File: config.mk
export PLATFORM = sky130hd
export DESIGN_NAME = io_stream_write_array
export DESIGN_NICKNAME = d
export VERILOG_FILES = /design/src/rtl/io_stream_write_array.sv
export SDC_FILE = /design/constraint.sdc
export NUM_CORES = 1
export LEC_CHECK = 0
export CORE_MARGIN = 4
export CORE_UTILIZATION = 47
export CTS_BUF_LIST = sky130_fd_sc_hd__clkbuf_2
export DETAILED_ROUTE_END_ITERATION = 8
export GPL_ROUTABILITY_DRIVEN = 1
export MAX_ROUTING_LAYER = met4
export PLACE_DENSITY = 0.85
export RECOVER_POWER = 50
export SYNTH_ARGS = -nofsm -noshare
export SYNTH_HDL_FRONTEND = slang
export SYNTH_SLANG_ARGS = --single-unit
File: constraint.sdc
create_clock -name clk -period 1.9 [get_ports clk]
set_input_delay 0.285 -clock clk [delete_from_list [all_inputs] [get_ports clk]]
set_output_delay 0.285 -clock clk [all_outputs]
set_load 0.05 [all_outputs]
File: src/rtl/io_stream_write_array.sv
// io_stream_write_array
// Streams n elements of an external array, read in address order 0..n-1,
// onto sOut. The block signals completion with out_valid/out_ready.
// The array port is read-only: arr_we and arr_di are tied low.
// Optional feature macro IO_STREAM_WRITE_ARRAY_LAST_EN adds the output
// sOut_last, which marks the final element of a request.
`timescale 1ns/1ps

module io_stream_write_array #(
  parameter int intN  = 8,
  parameter int addrN = 8
) (
  input  logic             clk,
  input  logic             nrst,
  input  logic             in_valid,
  output logic             in_ready,
  output logic             out_valid,
  input  logic             out_ready,
  input  logic [intN-1:0]  n,
  output logic [addrN-1:0] arr_addr,
  output logic             arr_we,
  output logic [intN-1:0]  arr_di,
  input  logic [intN-1:0]  arr_do,
  output logic             arr_valid,
  input  logic             arr_ready,
  output logic [intN-1:0]  sOut,
  output logic             sOut_valid,
  input  logic             sOut_ready
`ifdef IO_STREAM_WRITE_ARRAY_LAST_EN
  ,
  output logic             sOut_last
`endif
);

  typedef enum logic [1:0] {
    IDLE = 2'd0,
    READ = 2'd1,
    SEND = 2'd2,
    DONE = 2'd3
  } state_e;

  state_e          state_q, state_d;
  logic [intN-1:0] idx_q, idx_d;
  logic [intN-1:0] count_q, count_d;
  logic [intN-1:0] data_q, data_d;
  // Keeps in_ready low while reset is asserted and releases it on the
  // first clock after reset is removed, even though the state is already IDLE.
  logic            armed_q;
  logic [intN-1:0] idx_inc;

  // idx wraps at intN bits; only its low addrN bits reach the address port.
  assign idx_inc = idx_q + intN'(1);

  // State and datapath registers, asynchronously cleared.
  always_ff @(posedge clk or negedge nrst) begin
    if (!nrst) begin
      state_q <= IDLE;
      idx_q   <= '0;
      count_q <= '0;
      data_q  <= '0;
      armed_q <= 1'b0;
    end else begin
      state_q <= state_d;
      idx_q   <= idx_d;
      count_q <= count_d;
      data_q  <= data_d;
      armed_q <= 1'b1;
    end
  end

  // Next-state logic and per-state handshake outputs.
  always_comb begin
    state_d    = state_q;
    idx_d      = idx_q;
    count_d    = count_q;
    data_d     = data_q;
    in_ready   = 1'b0;
    out_valid  = 1'b0;
    arr_valid  = 1'b0;
    arr_addr   = '0;
    sOut_valid = 1'b0;
    case (state_q)
      IDLE: begin
        in_ready = armed_q;
        if (armed_q && in_valid) begin
          count_d = n;
          idx_d   = '0;
          state_d = (n != '0) ? READ : DONE;
        end
      end
      READ: begin
        arr_valid = 1'b1;
        arr_addr  = idx_q[addrN-1:0];
        if (arr_ready) begin
          data_d  = arr_do;
          state_d = SEND;
        end
      end
      SEND: begin
        sOut_valid = 1'b1;
        if (sOut_ready) begin
          idx_d   = idx_inc;
          state_d = (idx_inc == count_q) ? DONE : READ;
        end
      end
      DONE: begin
        out_valid = 1'b1;
        if (out_ready) begin
          state_d = IDLE;
        end
      end
      default: begin
        state_d = IDLE;
      end
    endcase
  end

  // sOut presents the captured element; it only changes on a new array read.
  assign sOut   = data_q;
  assign arr_we = 1'b0;
  assign arr_di = '0;

`ifdef IO_STREAM_WRITE_ARRAY_LAST_EN
  // The element being sent is the last one when the incremented index reaches count.
  assign sOut_last = (state_q == SEND) && (idx_inc == count_q);
`endif

endmodule

# --- Word-level counts from Yosys, hierarchy flattened ---
# Cells that the tools add are included.
totals:
  out_inout_bits: 29
  wordCells: 37
  input_bits: 22
  regBits: 27
classes:
  n_mux: 15
  eq_ne: 8
  n_addsub: 1
  reduce_logical: 8
ops:
  columns: ["cell", "n"]
  rows:
  - ["8-bit 2-to-1 mux", 3]
  - ["8-bit one-hot mux with 2 select lines", 1]
  - ["2-bit 2-to-1 mux", 6]
  - ["8-bit by 1-bit adder with 8-bit output (second input constant)", 1]
  - ["8-bit equality test", 1]
  - ["2-bit != test (second input constant)", 4]
  - ["2-bit one-hot mux with 4 select lines", 1]
  - ["8-bit nonzero test", 1]
  - ["2-bit equality test (second input constant)", 2]
  - ["1-bit 2-to-1 mux", 4]
  - ["2-bit AND reduction", 2]
  - ["4-bit AND reduction", 1]
  - ["3-bit AND reduction", 1]
  - ["2-bit by 1-bit equality test with 1-bit output (second input constant)", 1]
  - ["2-bit zero test", 1]
  - ["2-bit nonzero test", 1]
  - ["1-bit logical AND", 1]

# --- Longest topological paths before layout ---
# Gate-level depths: netlist (run 1).
depth:
  depth_word: 5
  mapped_depth: 7
  mapped_depth_nobuf: 6

# --- Worst setup path before layout (run 1) ---
# No wires, ideal clock.
synth_path:
  kind: "register to output"
  start: "register state_q[1]"
  end: "output in_ready"
  path_stages_with_launch: 3
  slack_ns: -0.073
  path_buffers: 1
  arrival_time_ns: 1.688
  cell_sequence: "dfrtp_1 buf_4 nor3b_1"
synth_between:
  elab_chain_cells: 2
synth_lines:
  columns: ["item", "line", "rtl"]
  rows:
  - ["from (decl)", "42", "state_e state_q, state_d;"]
  - ["from (signal assigned)", "63", "state_q <= state_d;"]
  - ["2-bit zero test", "82", "case (state_q)"]
  - ["1-bit 2-to-1 mux", "82", null]
  - ["to (decl)", "16", "output logic in_ready,"]
# Every way passes these cells.

# --- Final worst setup path (run 1) ---
layout_path:
  start: "register idx_q[2]"
  end: "output arr_addr[2]"
layout_between:
  elab_chain_cells: 1
layout_lines:
  columns: ["item", "line", "rtl"]
  rows:
  - ["from (decl)", "43", "logic [intN-1:0] idx_q, idx_d;"]
  - ["from (signal assigned)", "64", "idx_q <= idx_d;"]
  - ["8-bit 2-to-1 mux", "82", null]
  - ["to (decl)", "20", "output logic [addrN-1:0] arr_addr,"]
# Every way passes these cells.

==> results.py, run 1 <==
metrics = {
    "final_layout": {
        "fin_util": 0.700,
        "multi_input_area_um2": 783,
        "seq_area_um2": 679,
        "syn2layout_area_growth_pct": 40.4,
        "antennaDiodeCount": 0,
        "nets": 215,
        "fill_cells": 223,
        "drive_above_1_share": 0.272,
    },
    "clock_tree": {
        "cts_max_path_buffers": 2,
        "cts_tree": "built",
        "cts_htree_levels": 1,
        "cts_made_buffers": 3,
        "cts_root_buf": "clkbuf_2",
        "cts_sinks": 27,
        "clk_latency_ns": 0.35,
        "cts_hold_buf": 0,
        "clk_transition_reported_paths_ns": 0.26,
    },
    "logic_synthesis": {
        "synth_flop_cell": "dfrtp_1",
        "synth_edf_count": 0,
        "synth_cell_types": 46,
        "ys_async_sr_fraction": 1.00,
        "ys_warn_count": 0,
        "synthCells": 145,
        "syn_avg_cell_area_um2": 10.6,
        "ys_seq_elements": 27,
        "synthesis.area_mm2": 0.00154,
        "yosysSeqAreaShare": 0.440,
    },
    "placement": {
        "io_buffers": 41,
        "dpl_worst_slack_ns": 0.189,
        "gp_congestion": 0.867,
        "hpwl_mm": 2.74,
    },
    "pwr": {
        "sequentialPowerShare": 0.346,
        "p_sw_mw": 1.20,
        "comb_power_share": 0.573,
        "p_leak_nw": 0.972,
        "vdd_drop_max_mv": 1.01,
        "power.density_mw_per_mm2": 1260,
        "clockPowerShare": 0.081,
        "swShare": 0.442,
        "intPower_mw": 1.51,
    },
    "grt": {
        "grt_pass1_wl_mm": 5.77,
        "antenna_found_initial": 0,
        "grt_max_degree": 28,
        "grt_util_all_layers": 0.176,
        "grt_pass1_vias": 1198,
        "grt_overflow": 0,
    },
    "timing": {
        "worst_pin_slew_ns": 0.520,
        "hold_viol": 0,
        "finalCriticalPeriod_ns": 1.79,
        "fin_tns_setup_ns": 0,
        "rsz0062_at_grt": "false",
        "finClkSkew_ns": 0.0170,
        "drv_slew": 0,
        "max_clock_freq_ghz": 0.558,
        "min_period_over_period": 0.944,
        "slew_headroom": 0.653,
        "setup_viol": 0,
        "fin_ws_ns": 0.107,
    },
    "routing": {
        "ant_nets": 0,
        "wl_mm": 3.48,
        "drc_errors": 0,
        "dr.pass1.iters": 4,
        "avgRoutedWirePerCell_um": 14.8,
        "viasPerCell": 5.24,
        "drt_iter0_drc": 64,
        "num_vias": 1232,
    },
    "worst_setup_path": {
        "worstSetupPathType": "flip-flop to primary output",
        "path_cells": "inv_1 -> nor3_1 -> buf_12",
        "cpPeakStageDelay_ns": 0.50,
        "worst_setup_path_end_kind": "primary output",
        "cp.required_ns": 1.62,
        "critical_path_arrival_ns": 1.51,
        "cp_slowest_cell": "dfrtp_1",
        "start_kind": "flip-flop",
        "path_buf_inv": 2,
        "worstPathMaxFanout": 6,
        "crit_family": "flip-flops",
    },
    "floorplan": {
        "dieArea_mm2": 0.00424,
        "chipHeight_um": 65.2,
        "start_util": 0.499,
        "std_cell_rows": 20,
        "core_mm2": 0.00308,
        "ioPinCount": 51,
        "dieWidth_um": 65.2,
    },
    "run": {
        "drv_cap": 0,
    },
    "worst_hold_path": {
        "hold_path.class": "input pin to async pin",
    },
    "status": {
        "status": "finished, final reports clean",
    },
}
-- cells in the final DEF, fill, tap and decap left out, drive strengths merged, types with 2 or more instances in the layout --
cell type | synthesis | final
nor2 | 5 | 5
dlymetal6s2s | 0 | 8
a31oi | 2 | 2
o21ai | 10 | 10
a211oi | 2 | 2
nand2 | 10 | 10
nor3 | 4 | 4
nor4 | 2 | 2
xnor2 | 4 | 4
xor2 | 3 | 3
o31ai | 3 | 3
and2 | 7 | 7
and3 | 3 | 3
inv | 4 | 4
nand3 | 5 | 5
a21oi | 2 | 2
dfrtp | 27 | 27
clkbuf | 1 | 4
clkdlybuf4s50 | 0 | 20
buf | 13 | 19
nor2b | 5 | 5
conb | 2 | 10
mux2 | 16 | 16
-- synth_stat cells, types with 2 or more instances --
master,count,share of area
nor3_1,2,0.0065
and3_1,2,0.0081
nor2_1,4,0.0098
a31oi_1,2,0.0081
nor4_1,2,0.0081
xnor2_1,4,0.023
conb_1,2,0.0049
nand2_1,8,0.020
nand3_1,4,0.013
mux2_2,16,0.12
and2_1,6,0.024
o31ai_1,3,0.015
dfrtp_1,27,0.44
buf_4,12,0.059
o21ai_0,10,0.033
nor2b_1,5,0.020
nand2_2,2,0.0081
a211oi_1,2,0.0098
xor2_1,3,0.017
inv_1,3,0.0073
-- per-stage QoR --
step	total power, mW	hold slack [ns]	std cells	cell area (um^2)
2_1_floorplan	1.96	-0.0106	153	1570
3_3_place_gp	2.42	0.489	228	2090
3_5_place_dp	2.48	0.502	228	2090
4_1_cts	2.70	0.271	232	2110
5_1_grt	2.86	0.339	235	2160
6_report	2.71	0.337	235	2160
-- power groups by stage --
stage / combinational (mW) / clock (mW) / sequential, mW
floorplan: 0.756 / 0 / 1.20
global placement: 1.49 / 0 / 0.938
detailed placement: 1.52 / 0 / 0.953
CTS: 1.53 / 0.226 / 0.944
global route: 1.64 / 0.250 / 0.968
finish: 1.55 / 0.220 / 0.936
-- sequential cells by signal, indices dropped and copies added, names as in the netlist --
register	cells
count_q	8
idx_q	8
sOut	8
state_q	2
armed_q	1
-- final timing paths --
kind,startpoint,cells after the start,end,slack (ns)
worst max-delay path,idx_q[2]$_DFFE_PN0P_,3,arr_addr[2],0.11
worst min-delay path,nrst,2,idx_q[4]$_DFFE_PN0P_,0.34
worst max register to register,idx_q[0]$_DFFE_PN0P_,6,state_q[1]$_DFFE_PN0P_,0.17
worst min register to register,sOut[1]$_DFFE_PN0P_,1,sOut[1]$_DFFE_PN0P_,0.54
max in group asynchronous,nrst,2,state_q[1]$_DFFE_PN0P_,1.28
min in group clk,arr_do[1],2,sOut[1]$_DFFE_PN0P_,0.52
-- final cells by class --
class	count	share of cell area
well taps	44	0.0255
multi-input cells	108	0.363
repair buffers	48	0.280
flip-flops and latches	27	0.315
clock buffers	4	0.00929
inverters	4	0.00696
-- worst reg2reg max path, stage by stage, from the launching register on --
cell and delay, ns:
dfrtp_2 0.51, ha_1 0.27, nor2b_1 0.17, o21a_1 0.19
o31ai_1 0.25, a41oi_1 0.14, nor2_1 0.13
-- kinds of logic after synthesis --
logic type	count (synthesis)	synth area share
muxes	17	0.124
AOI/OAI and AO/OA	26	0.115
other	2	0.00489
buffers and inverters	18	0.0742
xor gates and xnor gates	8	0.0546
adders and majority gates	1	0.00815
DFF	27	0.440
and+or+nand+nor	46	0.179
-- routing by layer --
layer,global-route usage,share of wire
met1,0.225,0.40
met3,0.0256,0.073
met2,0.304,0.51
met5,-,0
met4,0.0311,0.016
-- repair_timing --
action | 4_1_cts | 5_1_grt
endpoints found under the setup margin | 6 | 15
resized for setup | 2 | 10
buffers inserted | 0 | 3
hold endpoints to repair | 0 | 0
No activity file was read; power rests on OpenSTA's default activity.
==> run 2: changes to the inputs <==
--- a/config.mk
+++ b/config.mk
@@ -6,12 +6,13 @@
 export NUM_CORES = 1
 export LEC_CHECK = 0
 export CORE_MARGIN = 4
-export CORE_UTILIZATION = 47
+export CORE_UTILIZATION = 65
 export CTS_BUF_LIST = sky130_fd_sc_hd__clkbuf_2
 export DETAILED_ROUTE_END_ITERATION = 8
+export DONT_BUFFER_PORTS = 1
 export GPL_ROUTABILITY_DRIVEN = 1
 export MAX_ROUTING_LAYER = met4
-export PLACE_DENSITY = 0.85
+export PLACE_DENSITY_LB_ADDON = 0.3
 export RECOVER_POWER = 50
 export SYNTH_ARGS = -nofsm -noshare
 export SYNTH_HDL_FRONTEND = slang
==> constraint.sdc (replaced) <==
create_clock -name clk -period 2.2 [get_ports clk]
set_input_delay 0.33 -clock clk [delete_from_list [all_inputs] [get_ports clk]]
set_output_delay 0.33 -clock clk [all_outputs]
set_load 0.05 [all_outputs]
==> run 2 against run 1 <==
Compared with the run above: via count down 7.9%; worst setup slack improved by 0.069 ns; final cell count fell by 22%; core utilization rose by 5.0 points; critical endpoint is now arr_addr[0]; largest power group is now registers.
==> results.py, run 2 (synthesis results as in run 1) <==
metrics = {
    "timing": {
        "hold_slack_ns": 0.0898,
        "rsz0062_at_grt": "false",
        "fin_tns_setup_ns": 0,
        "min_period_over_period": 0.920,
        "hold_viol": 0,
        "worst_pin_slew_ns": 1.39,
        "finClkSkew_ns": 0.0106,
        "fin_ws_ns": 0.177,
        "setup_viol": 0,
        "drv_slew": 0,
        "max_clock_freq_ghz": 0.494,
        "slew_headroom": 0.0733,
        "finalCriticalPeriod_ns": 2.02,
    },
    "status": {
        "status": "finished, final reports clean",
    },
    "pwr": {
        "power.density_mw_per_mm2": 1200,
        "p_sw_mw": 0.975,
        "finalPower_mw": 2.01,
        "p_leak_nw": 0.723,
        "swShare": 0.486,
        "comb_power_share": 0.355,
        "vdd_drop_max_mv": 1.09,
        "intPower_mw": 1.03,
        "clockPowerShare": 0.093,
        "sequentialPowerShare": 0.552,
    },
    "routing": {
        "avgRoutedWirePerCell_um": 17.1,
        "dr.pass1.iters": 6,
        "num_vias": 1135,
        "wl_mm": 3.12,
        "ant_nets": 0,
        "viasPerCell": 6.20,
        "drt_iter0_drc": 44,
        "drc_errors": 0,
    },
    "final_layout": {
        "antennaDiodeCount": 0,
        "fin_area_mm2": 0.00168,
        "syn2layout_area_growth_pct": 9.13,
        "fill_cells": 156,
        "drive_above_1_share": 0.277,
        "final_cell_mix": "26 x dfrtp_1, 16 x mux2_2, 10 x o21ai_0, 10 x conb_1, 8 x nand2_1",
        "final_common_cell": "dfrtp_1",
        "nets": 179,
    },
    "worst_setup_path": {
        "start_kind": "flip-flop",
        "worstPathMaxFanout": 10,
        "worstSetupPathType": "flip-flop to primary output",
        "critical_path_arrival_ns": 1.69,
        "worst_setup_path_end_kind": "primary output",
        "cp.required_ns": 1.87,
    },
    "grt": {
        "grt_overflow": 0,
        "grt_pass1_vias": 1140,
        "grt_util_all_layers": 0.217,
        "antenna_found_initial": 0,
        "grt_pass1_wl_mm": 5.35,
        "grt_max_degree": 28,
    },
    "floorplan": {
        "core_mm2": 0.00223,
        "ioPinCount": 51,
        "std_cell_rows": 17,
        "dieWidth_um": 56.6,
        "start_util": 0.687,
        "chipHeight_um": 56.6,
        "dieArea_mm2": 0.00320,
    },
    "clock_tree": {
        "cts_setup_buffers": 0,
        "cts_made_buffers": 3,
        "cts_root_buf": "clkbuf_2",
        "cts_max_path_buffers": 2,
        "clk_transition_reported_paths_ns": 0.25,
        "clk_latency_ns": 0.36,
        "cts_tree": "built",
        "cts_sinks": 27,
        "cts_htree_levels": 1,
    },
    "placement": {
        "io_buffers": 0,
        "gp_congestion": 0.928,
        "place_area_mm2": 0.00164,
        "hpwl_mm": 2.40,
        "dpl_worst_slack_ns": 0.472,
    },
    "run": {
        "drv_cap": 0,
    },
    "worst_hold_path": {
        "hold_path.class": "input pin to flip-flop",
    },
}
## run 2: cell count changes in the layout (fill, tap and decap cells not counted), moves of 2 or more
cell	previous run	this run
buf_12	12	5
buf_4	7	5
clkdlybuf4s50_1	20	0
dfrtp_1	24	26
dfrtp_2	3	1
dlymetal6s2s_1	8	0
## run 2: area by class of cell
| cell class | count | area [um^2] | share of cell area |
|---|---|---|---|
| clock inverters | 1 | 5.00 | 0.00299 |
| well taps | 28 | 35.0 | 0.0209 |
| multi-input cells | 108 | 777 | 0.464 |
| flip-flops and latches | 27 | 677 | 0.404 |
| inverters | 4 | 15.0 | 0.00896 |
| clock buffers | 3 | 15.0 | 0.00896 |
| repair buffers | 12 | 151 | 0.0904 |
## run 2: worst paths after layout
kind                                        start                     end  slack (ns)  depth (start not counted)
max in group asynchronous                    nrst  state_q[0]$_DFFE_PN0P_        0.55                          2
max                        state_q[0]$_DFFE_PN0P_             arr_addr[0]        0.18                          3
min reg2reg                count_q[4]$_DFFE_PN0P_  count_q[4]$_DFFE_PN0P_        0.57                          1
min in group asynchronous                    nrst     sOut[0]$_DFFE_PN0P_        0.76                          2
min                                     arr_do[0]     sOut[0]$_DFFE_PN0P_        0.09                          1
max reg2reg                state_q[1]$_DFFE_PN0P_    idx_q[4]$_DFFE_PN0P_        0.37                          4
## run 2: power groups by stage
| stage | combinational [mW] | sequential [mW] | clock, mW |
|---|---|---|---|
| after CTS | 0.718 | 1.11 | 0.189 |
| final | 0.712 | 1.11 | 0.187 |
| after floorplan | 0.648 | 1.04 | 0 |
| after detailed placement | 0.699 | 1.12 | 0 |
| after global routing | 0.775 | 1.14 | 0.213 |
| after global placement | 0.672 | 1.11 | 0 |
## run 2: stage by stage
stage          std cells  utilization
5_1_grt              183        0.750
2_1_floorplan        153            -
3_5_place_dp         177        0.736
4_1_cts              183        0.759
6_report             183        0.750
3_3_place_gp         177        0.736
## run 2: critical path: stages (launching register included)
cell and delay (ns):
dfrtp_2 0.54, inv_1 0.12, nor2_2 0.30, and2_2 0.38
## run 2: routing by layer
layer | up-vias | part of all wire | wire (um) | GRT usage
met5 | - | 0 | 0 | -
met4 | 0 | 0.029 | 92 | 0.0983
met3 | 13 | 0.083 | 258 | 0.0391
met2 | 61 | 0.50 | 1550 | 0.361
met1 | 544 | 0.39 | 1220 | 0.254
li1 | 517 | - | - | -
## run 2: what timing repair did
item	in CTS	in global routing
endpoints found under the hold margin	27	0
hold buffers	2	0
resized for setup	0	2
endpoints found under the setup margin	0	7
==> run 3: changes to the inputs <==
--- a/config.mk
+++ b/config.mk
@@ -5,6 +5,7 @@
 export SDC_FILE = /design/constraint.sdc
 export NUM_CORES = 1
 export LEC_CHECK = 0
+export ABC_AREA = 0
 export CORE_MARGIN = 4
 export CORE_UTILIZATION = 65
 export CTS_BUF_LIST = sky130_fd_sc_hd__clkbuf_2
==> constraint.sdc (replaced) <==
create_clock -name clk -period 2.2 [get_ports clk]
set_input_delay 0.44 -clock clk [delete_from_list [all_inputs] [get_ports clk]]
set_output_delay 0.44 -clock clk [all_outputs]
set_load 0.05 [all_outputs]
==> run 3 against run 2 <==
Compared with the run above: critical path depth is 1 higher; total power is 2.2% higher; final cell count is 0.55% higher; combinational power is 3.7% higher; wire length is 3.4% higher; via count is 0.88% higher; maximum frequency is 2.6% lower; global-route usage is 0.23 points lower; hold slack better by 0.10 ns; worst setup slack worse by 0.054 ns; sequential share of layout area is 0.70 points lower; critical endpoint is now arr_addr[6]; largest power group unchanged.
==> results.py, run 3 (synthesis results as in run 1) <==
metrics = {
    "run": {
        "drv_cap": 0,
    },
    "routing": {
        "wl_met1_mm": 1.21,
        "ant_nets": 0,
        "wl_met2_mm": 1.70,
        "dr.pass1.iters": 4,
        "wl_mm": 3.23,
        "viasPerCell": 6.22,
        "drc_errors": 0,
        "num_vias": 1145,
        "dr.max_layer_used": "met4",
        "routed-wl-met3_um": 253,
        "drt_iter0_drc": 42,
        "avgRoutedWirePerCell_um": 17.5,
    },
    "pwr": {
        "p_leak_nw": 0.728,
        "vdd_drop_max_mv": 1.16,
        "sequentialPowerShare": 0.546,
        "swShare": 0.487,
        "comb_power_share": 0.360,
        "intPower_mw": 1.05,
        "p_sw_mw": 0.998,
        "power.density_mw_per_mm2": 1200,
        "clockPowerShare": 0.094,
    },
    "timing": {
        "slew_headroom": 0.0812,
        "max_clock_freq_ghz": 0.481,
        "hold_viol": 0,
        "rsz0062_at_grt": "true",
        "fin_tns_setup_ns": 0,
        "min_period_over_period": 0.944,
        "worst_pin_slew_ns": 1.38,
        "finalCriticalPeriod_ns": 2.08,
        "fin_ws_ns": 0.122,
        "drv_slew": 0,
        "finClkSkew_ns": 0.00635,
        "setup_viol": 0,
    },
    "clock_tree": {
        "cts_tree": "built",
        "cts_sinks": 27,
        "cts_max_path_buffers": 2,
        "clk_transition_reported_paths_ns": 0.24,
        "clk_latency_ns": 0.37,
        "cts_htree_levels": 1,
        "cts_root_buf": "clkbuf_2",
        "cts_made_buffers": 3,
    },
    "floorplan": {
        "core_mm2": 0.00223,
        "start_util": 0.687,
        "dieWidth_um": 56.6,
        "chipHeight_um": 56.6,
        "dieArea_mm2": 0.00320,
        "ioPinCount": 51,
        "std_cell_rows": 17,
    },
    "grt": {
        "grt_pass1_wl_mm": 5.20,
        "grt_overflow": 0,
        "grt_util_all_layers": 0.215,
        "grt_pass1_vias": 1119,
        "grt_max_degree": 28,
        "antenna_found_initial": 0,
    },
    "worst_hold_path": {
        "hold_path.class": "input pin to flip-flop",
        "worstHoldStart": "arr_do[3]",
    },
    "final_layout": {
        "final_cell_mix": "25 x dfrtp_1, 16 x mux2_2, 10 x o21ai_0, 10 x conb_1, 8 x nand2_1",
        "fin_area_mm2": 0.00171,
        "antennaDiodeCount": 0,
        "syn2layout_area_growth_pct": 11.2,
        "nets": 180,
        "drive_above_1_share": 0.288,
        "fill_cells": 160,
        "final_common_cell": "dfrtp_1",
    },
    "status": {
        "status": "finished, final reports clean",
    },
    "worst_setup_path": {
        "worstPathMaxFanout": 10,
        "cpPeakStageDelay_ns": 0.54,
        "worst_setup_path_end_kind": "primary output",
        "path_buf_inv": 2,
        "reg2reg_from": "idx_q[0]$_DFFE_PN0P_",
        "crit_family": "flip-flops",
        "cp_slowest_cell": "dfrtp_2",
        "worstSetupPathType": "flip-flop to primary output",
        "start_kind": "flip-flop",
        "critical_path_arrival_ns": 1.64,
        "cp.required_ns": 1.76,
        "crit_path_start": "state_q[0]$_DFFE_PN0P_",
        "path_cells": "inv_1 -> nor2_4 -> and2_1 -> buf_12",
    },
    "placement": {
        "gp_congestion": 0.872,
        "dpl_worst_slack_ns": 0.371,
        "place_area_mm2": 0.00166,
        "hpwl_mm": 2.48,
        "io_buffers": 0,
    },
}
## run 3: worst reg2reg max path, stage by stage (launching register included)
cell	delay (ns)
dfrtp_1	0.53
ha_1	0.31
nor2b_1	0.18
o21a_1	0.19
o31ai_1	0.26
a41oi_1	0.15
nor2_1	0.12
## run 3: power by group through the flow
stage	sequential [mW]	combinational (mW)	clock [mW]
2_1_floorplan	1.04	0.648	0
3_3_place_gp	1.11	0.685	0
3_5_place_dp	1.12	0.718	0
4_1_cts	1.11	0.735	0.192
5_1_grt	1.14	0.797	0.216
6_report	1.12	0.738	0.193
## run 3: area by class of cell
type	instances	area [um^2]	share of cell area
sequential	27	678	0.397
multi-input combinational	108	788	0.462
inverter	4	15.0	0.00879
tap	28	35.0	0.0205
clock buffer	4	20.0	0.0117
timing repair buffer	13	171	0.100
## run 3: per-layer routing
metal | GRT usage | up-vias
met5 | - | -
met4 | 0.108 | 0
met2 | 0.356 | 62
met3 | 0.0368 | 7
li1 | - | 521
met1 | 0.249 | 555
## run 3: path summary, 6_finish.rpt
check | end | cells past startpoint | slack (ns)
hold reg to reg | count_q[1]$_DFFE_PN0P_ | 1 | 0.57
min in group asynchronous | sOut[1]$_DFFE_PN0P_ | 2 | 0.90
hold / removal | sOut[3]$_DFFE_PN0P_ | 1 | 0.19
max in group asynchronous | state_q[1]$_DFFE_PN0P_ | 2 | 0.41
setup reg to reg | state_q[1]$_DFFE_PN0P_ | 6 | 0.41
setup / recovery | arr_addr[6] | 4 | 0.12
## run 3: repair_timing
item / 4_1_cts / 5_1_grt
endpoints found under the setup margin: 7 / 6
hold buffers: 2 / 0
hold endpoints to repair: 27 / 0
resized for setup: 2 / 2
setup buffers: 0 / 0
## run 3: per-stage QoR
step                hold WS [ns]  power, mW  utilization  instances
finish                     0.194       2.05        0.765        184
global route               0.166       2.16        0.765        184
CTS                        0.197       2.04        0.769        184
detailed placement         0.145       1.84        0.745        178
global placement           0.145       1.79        0.745        178
floorplan                  0.144       1.68            -        153
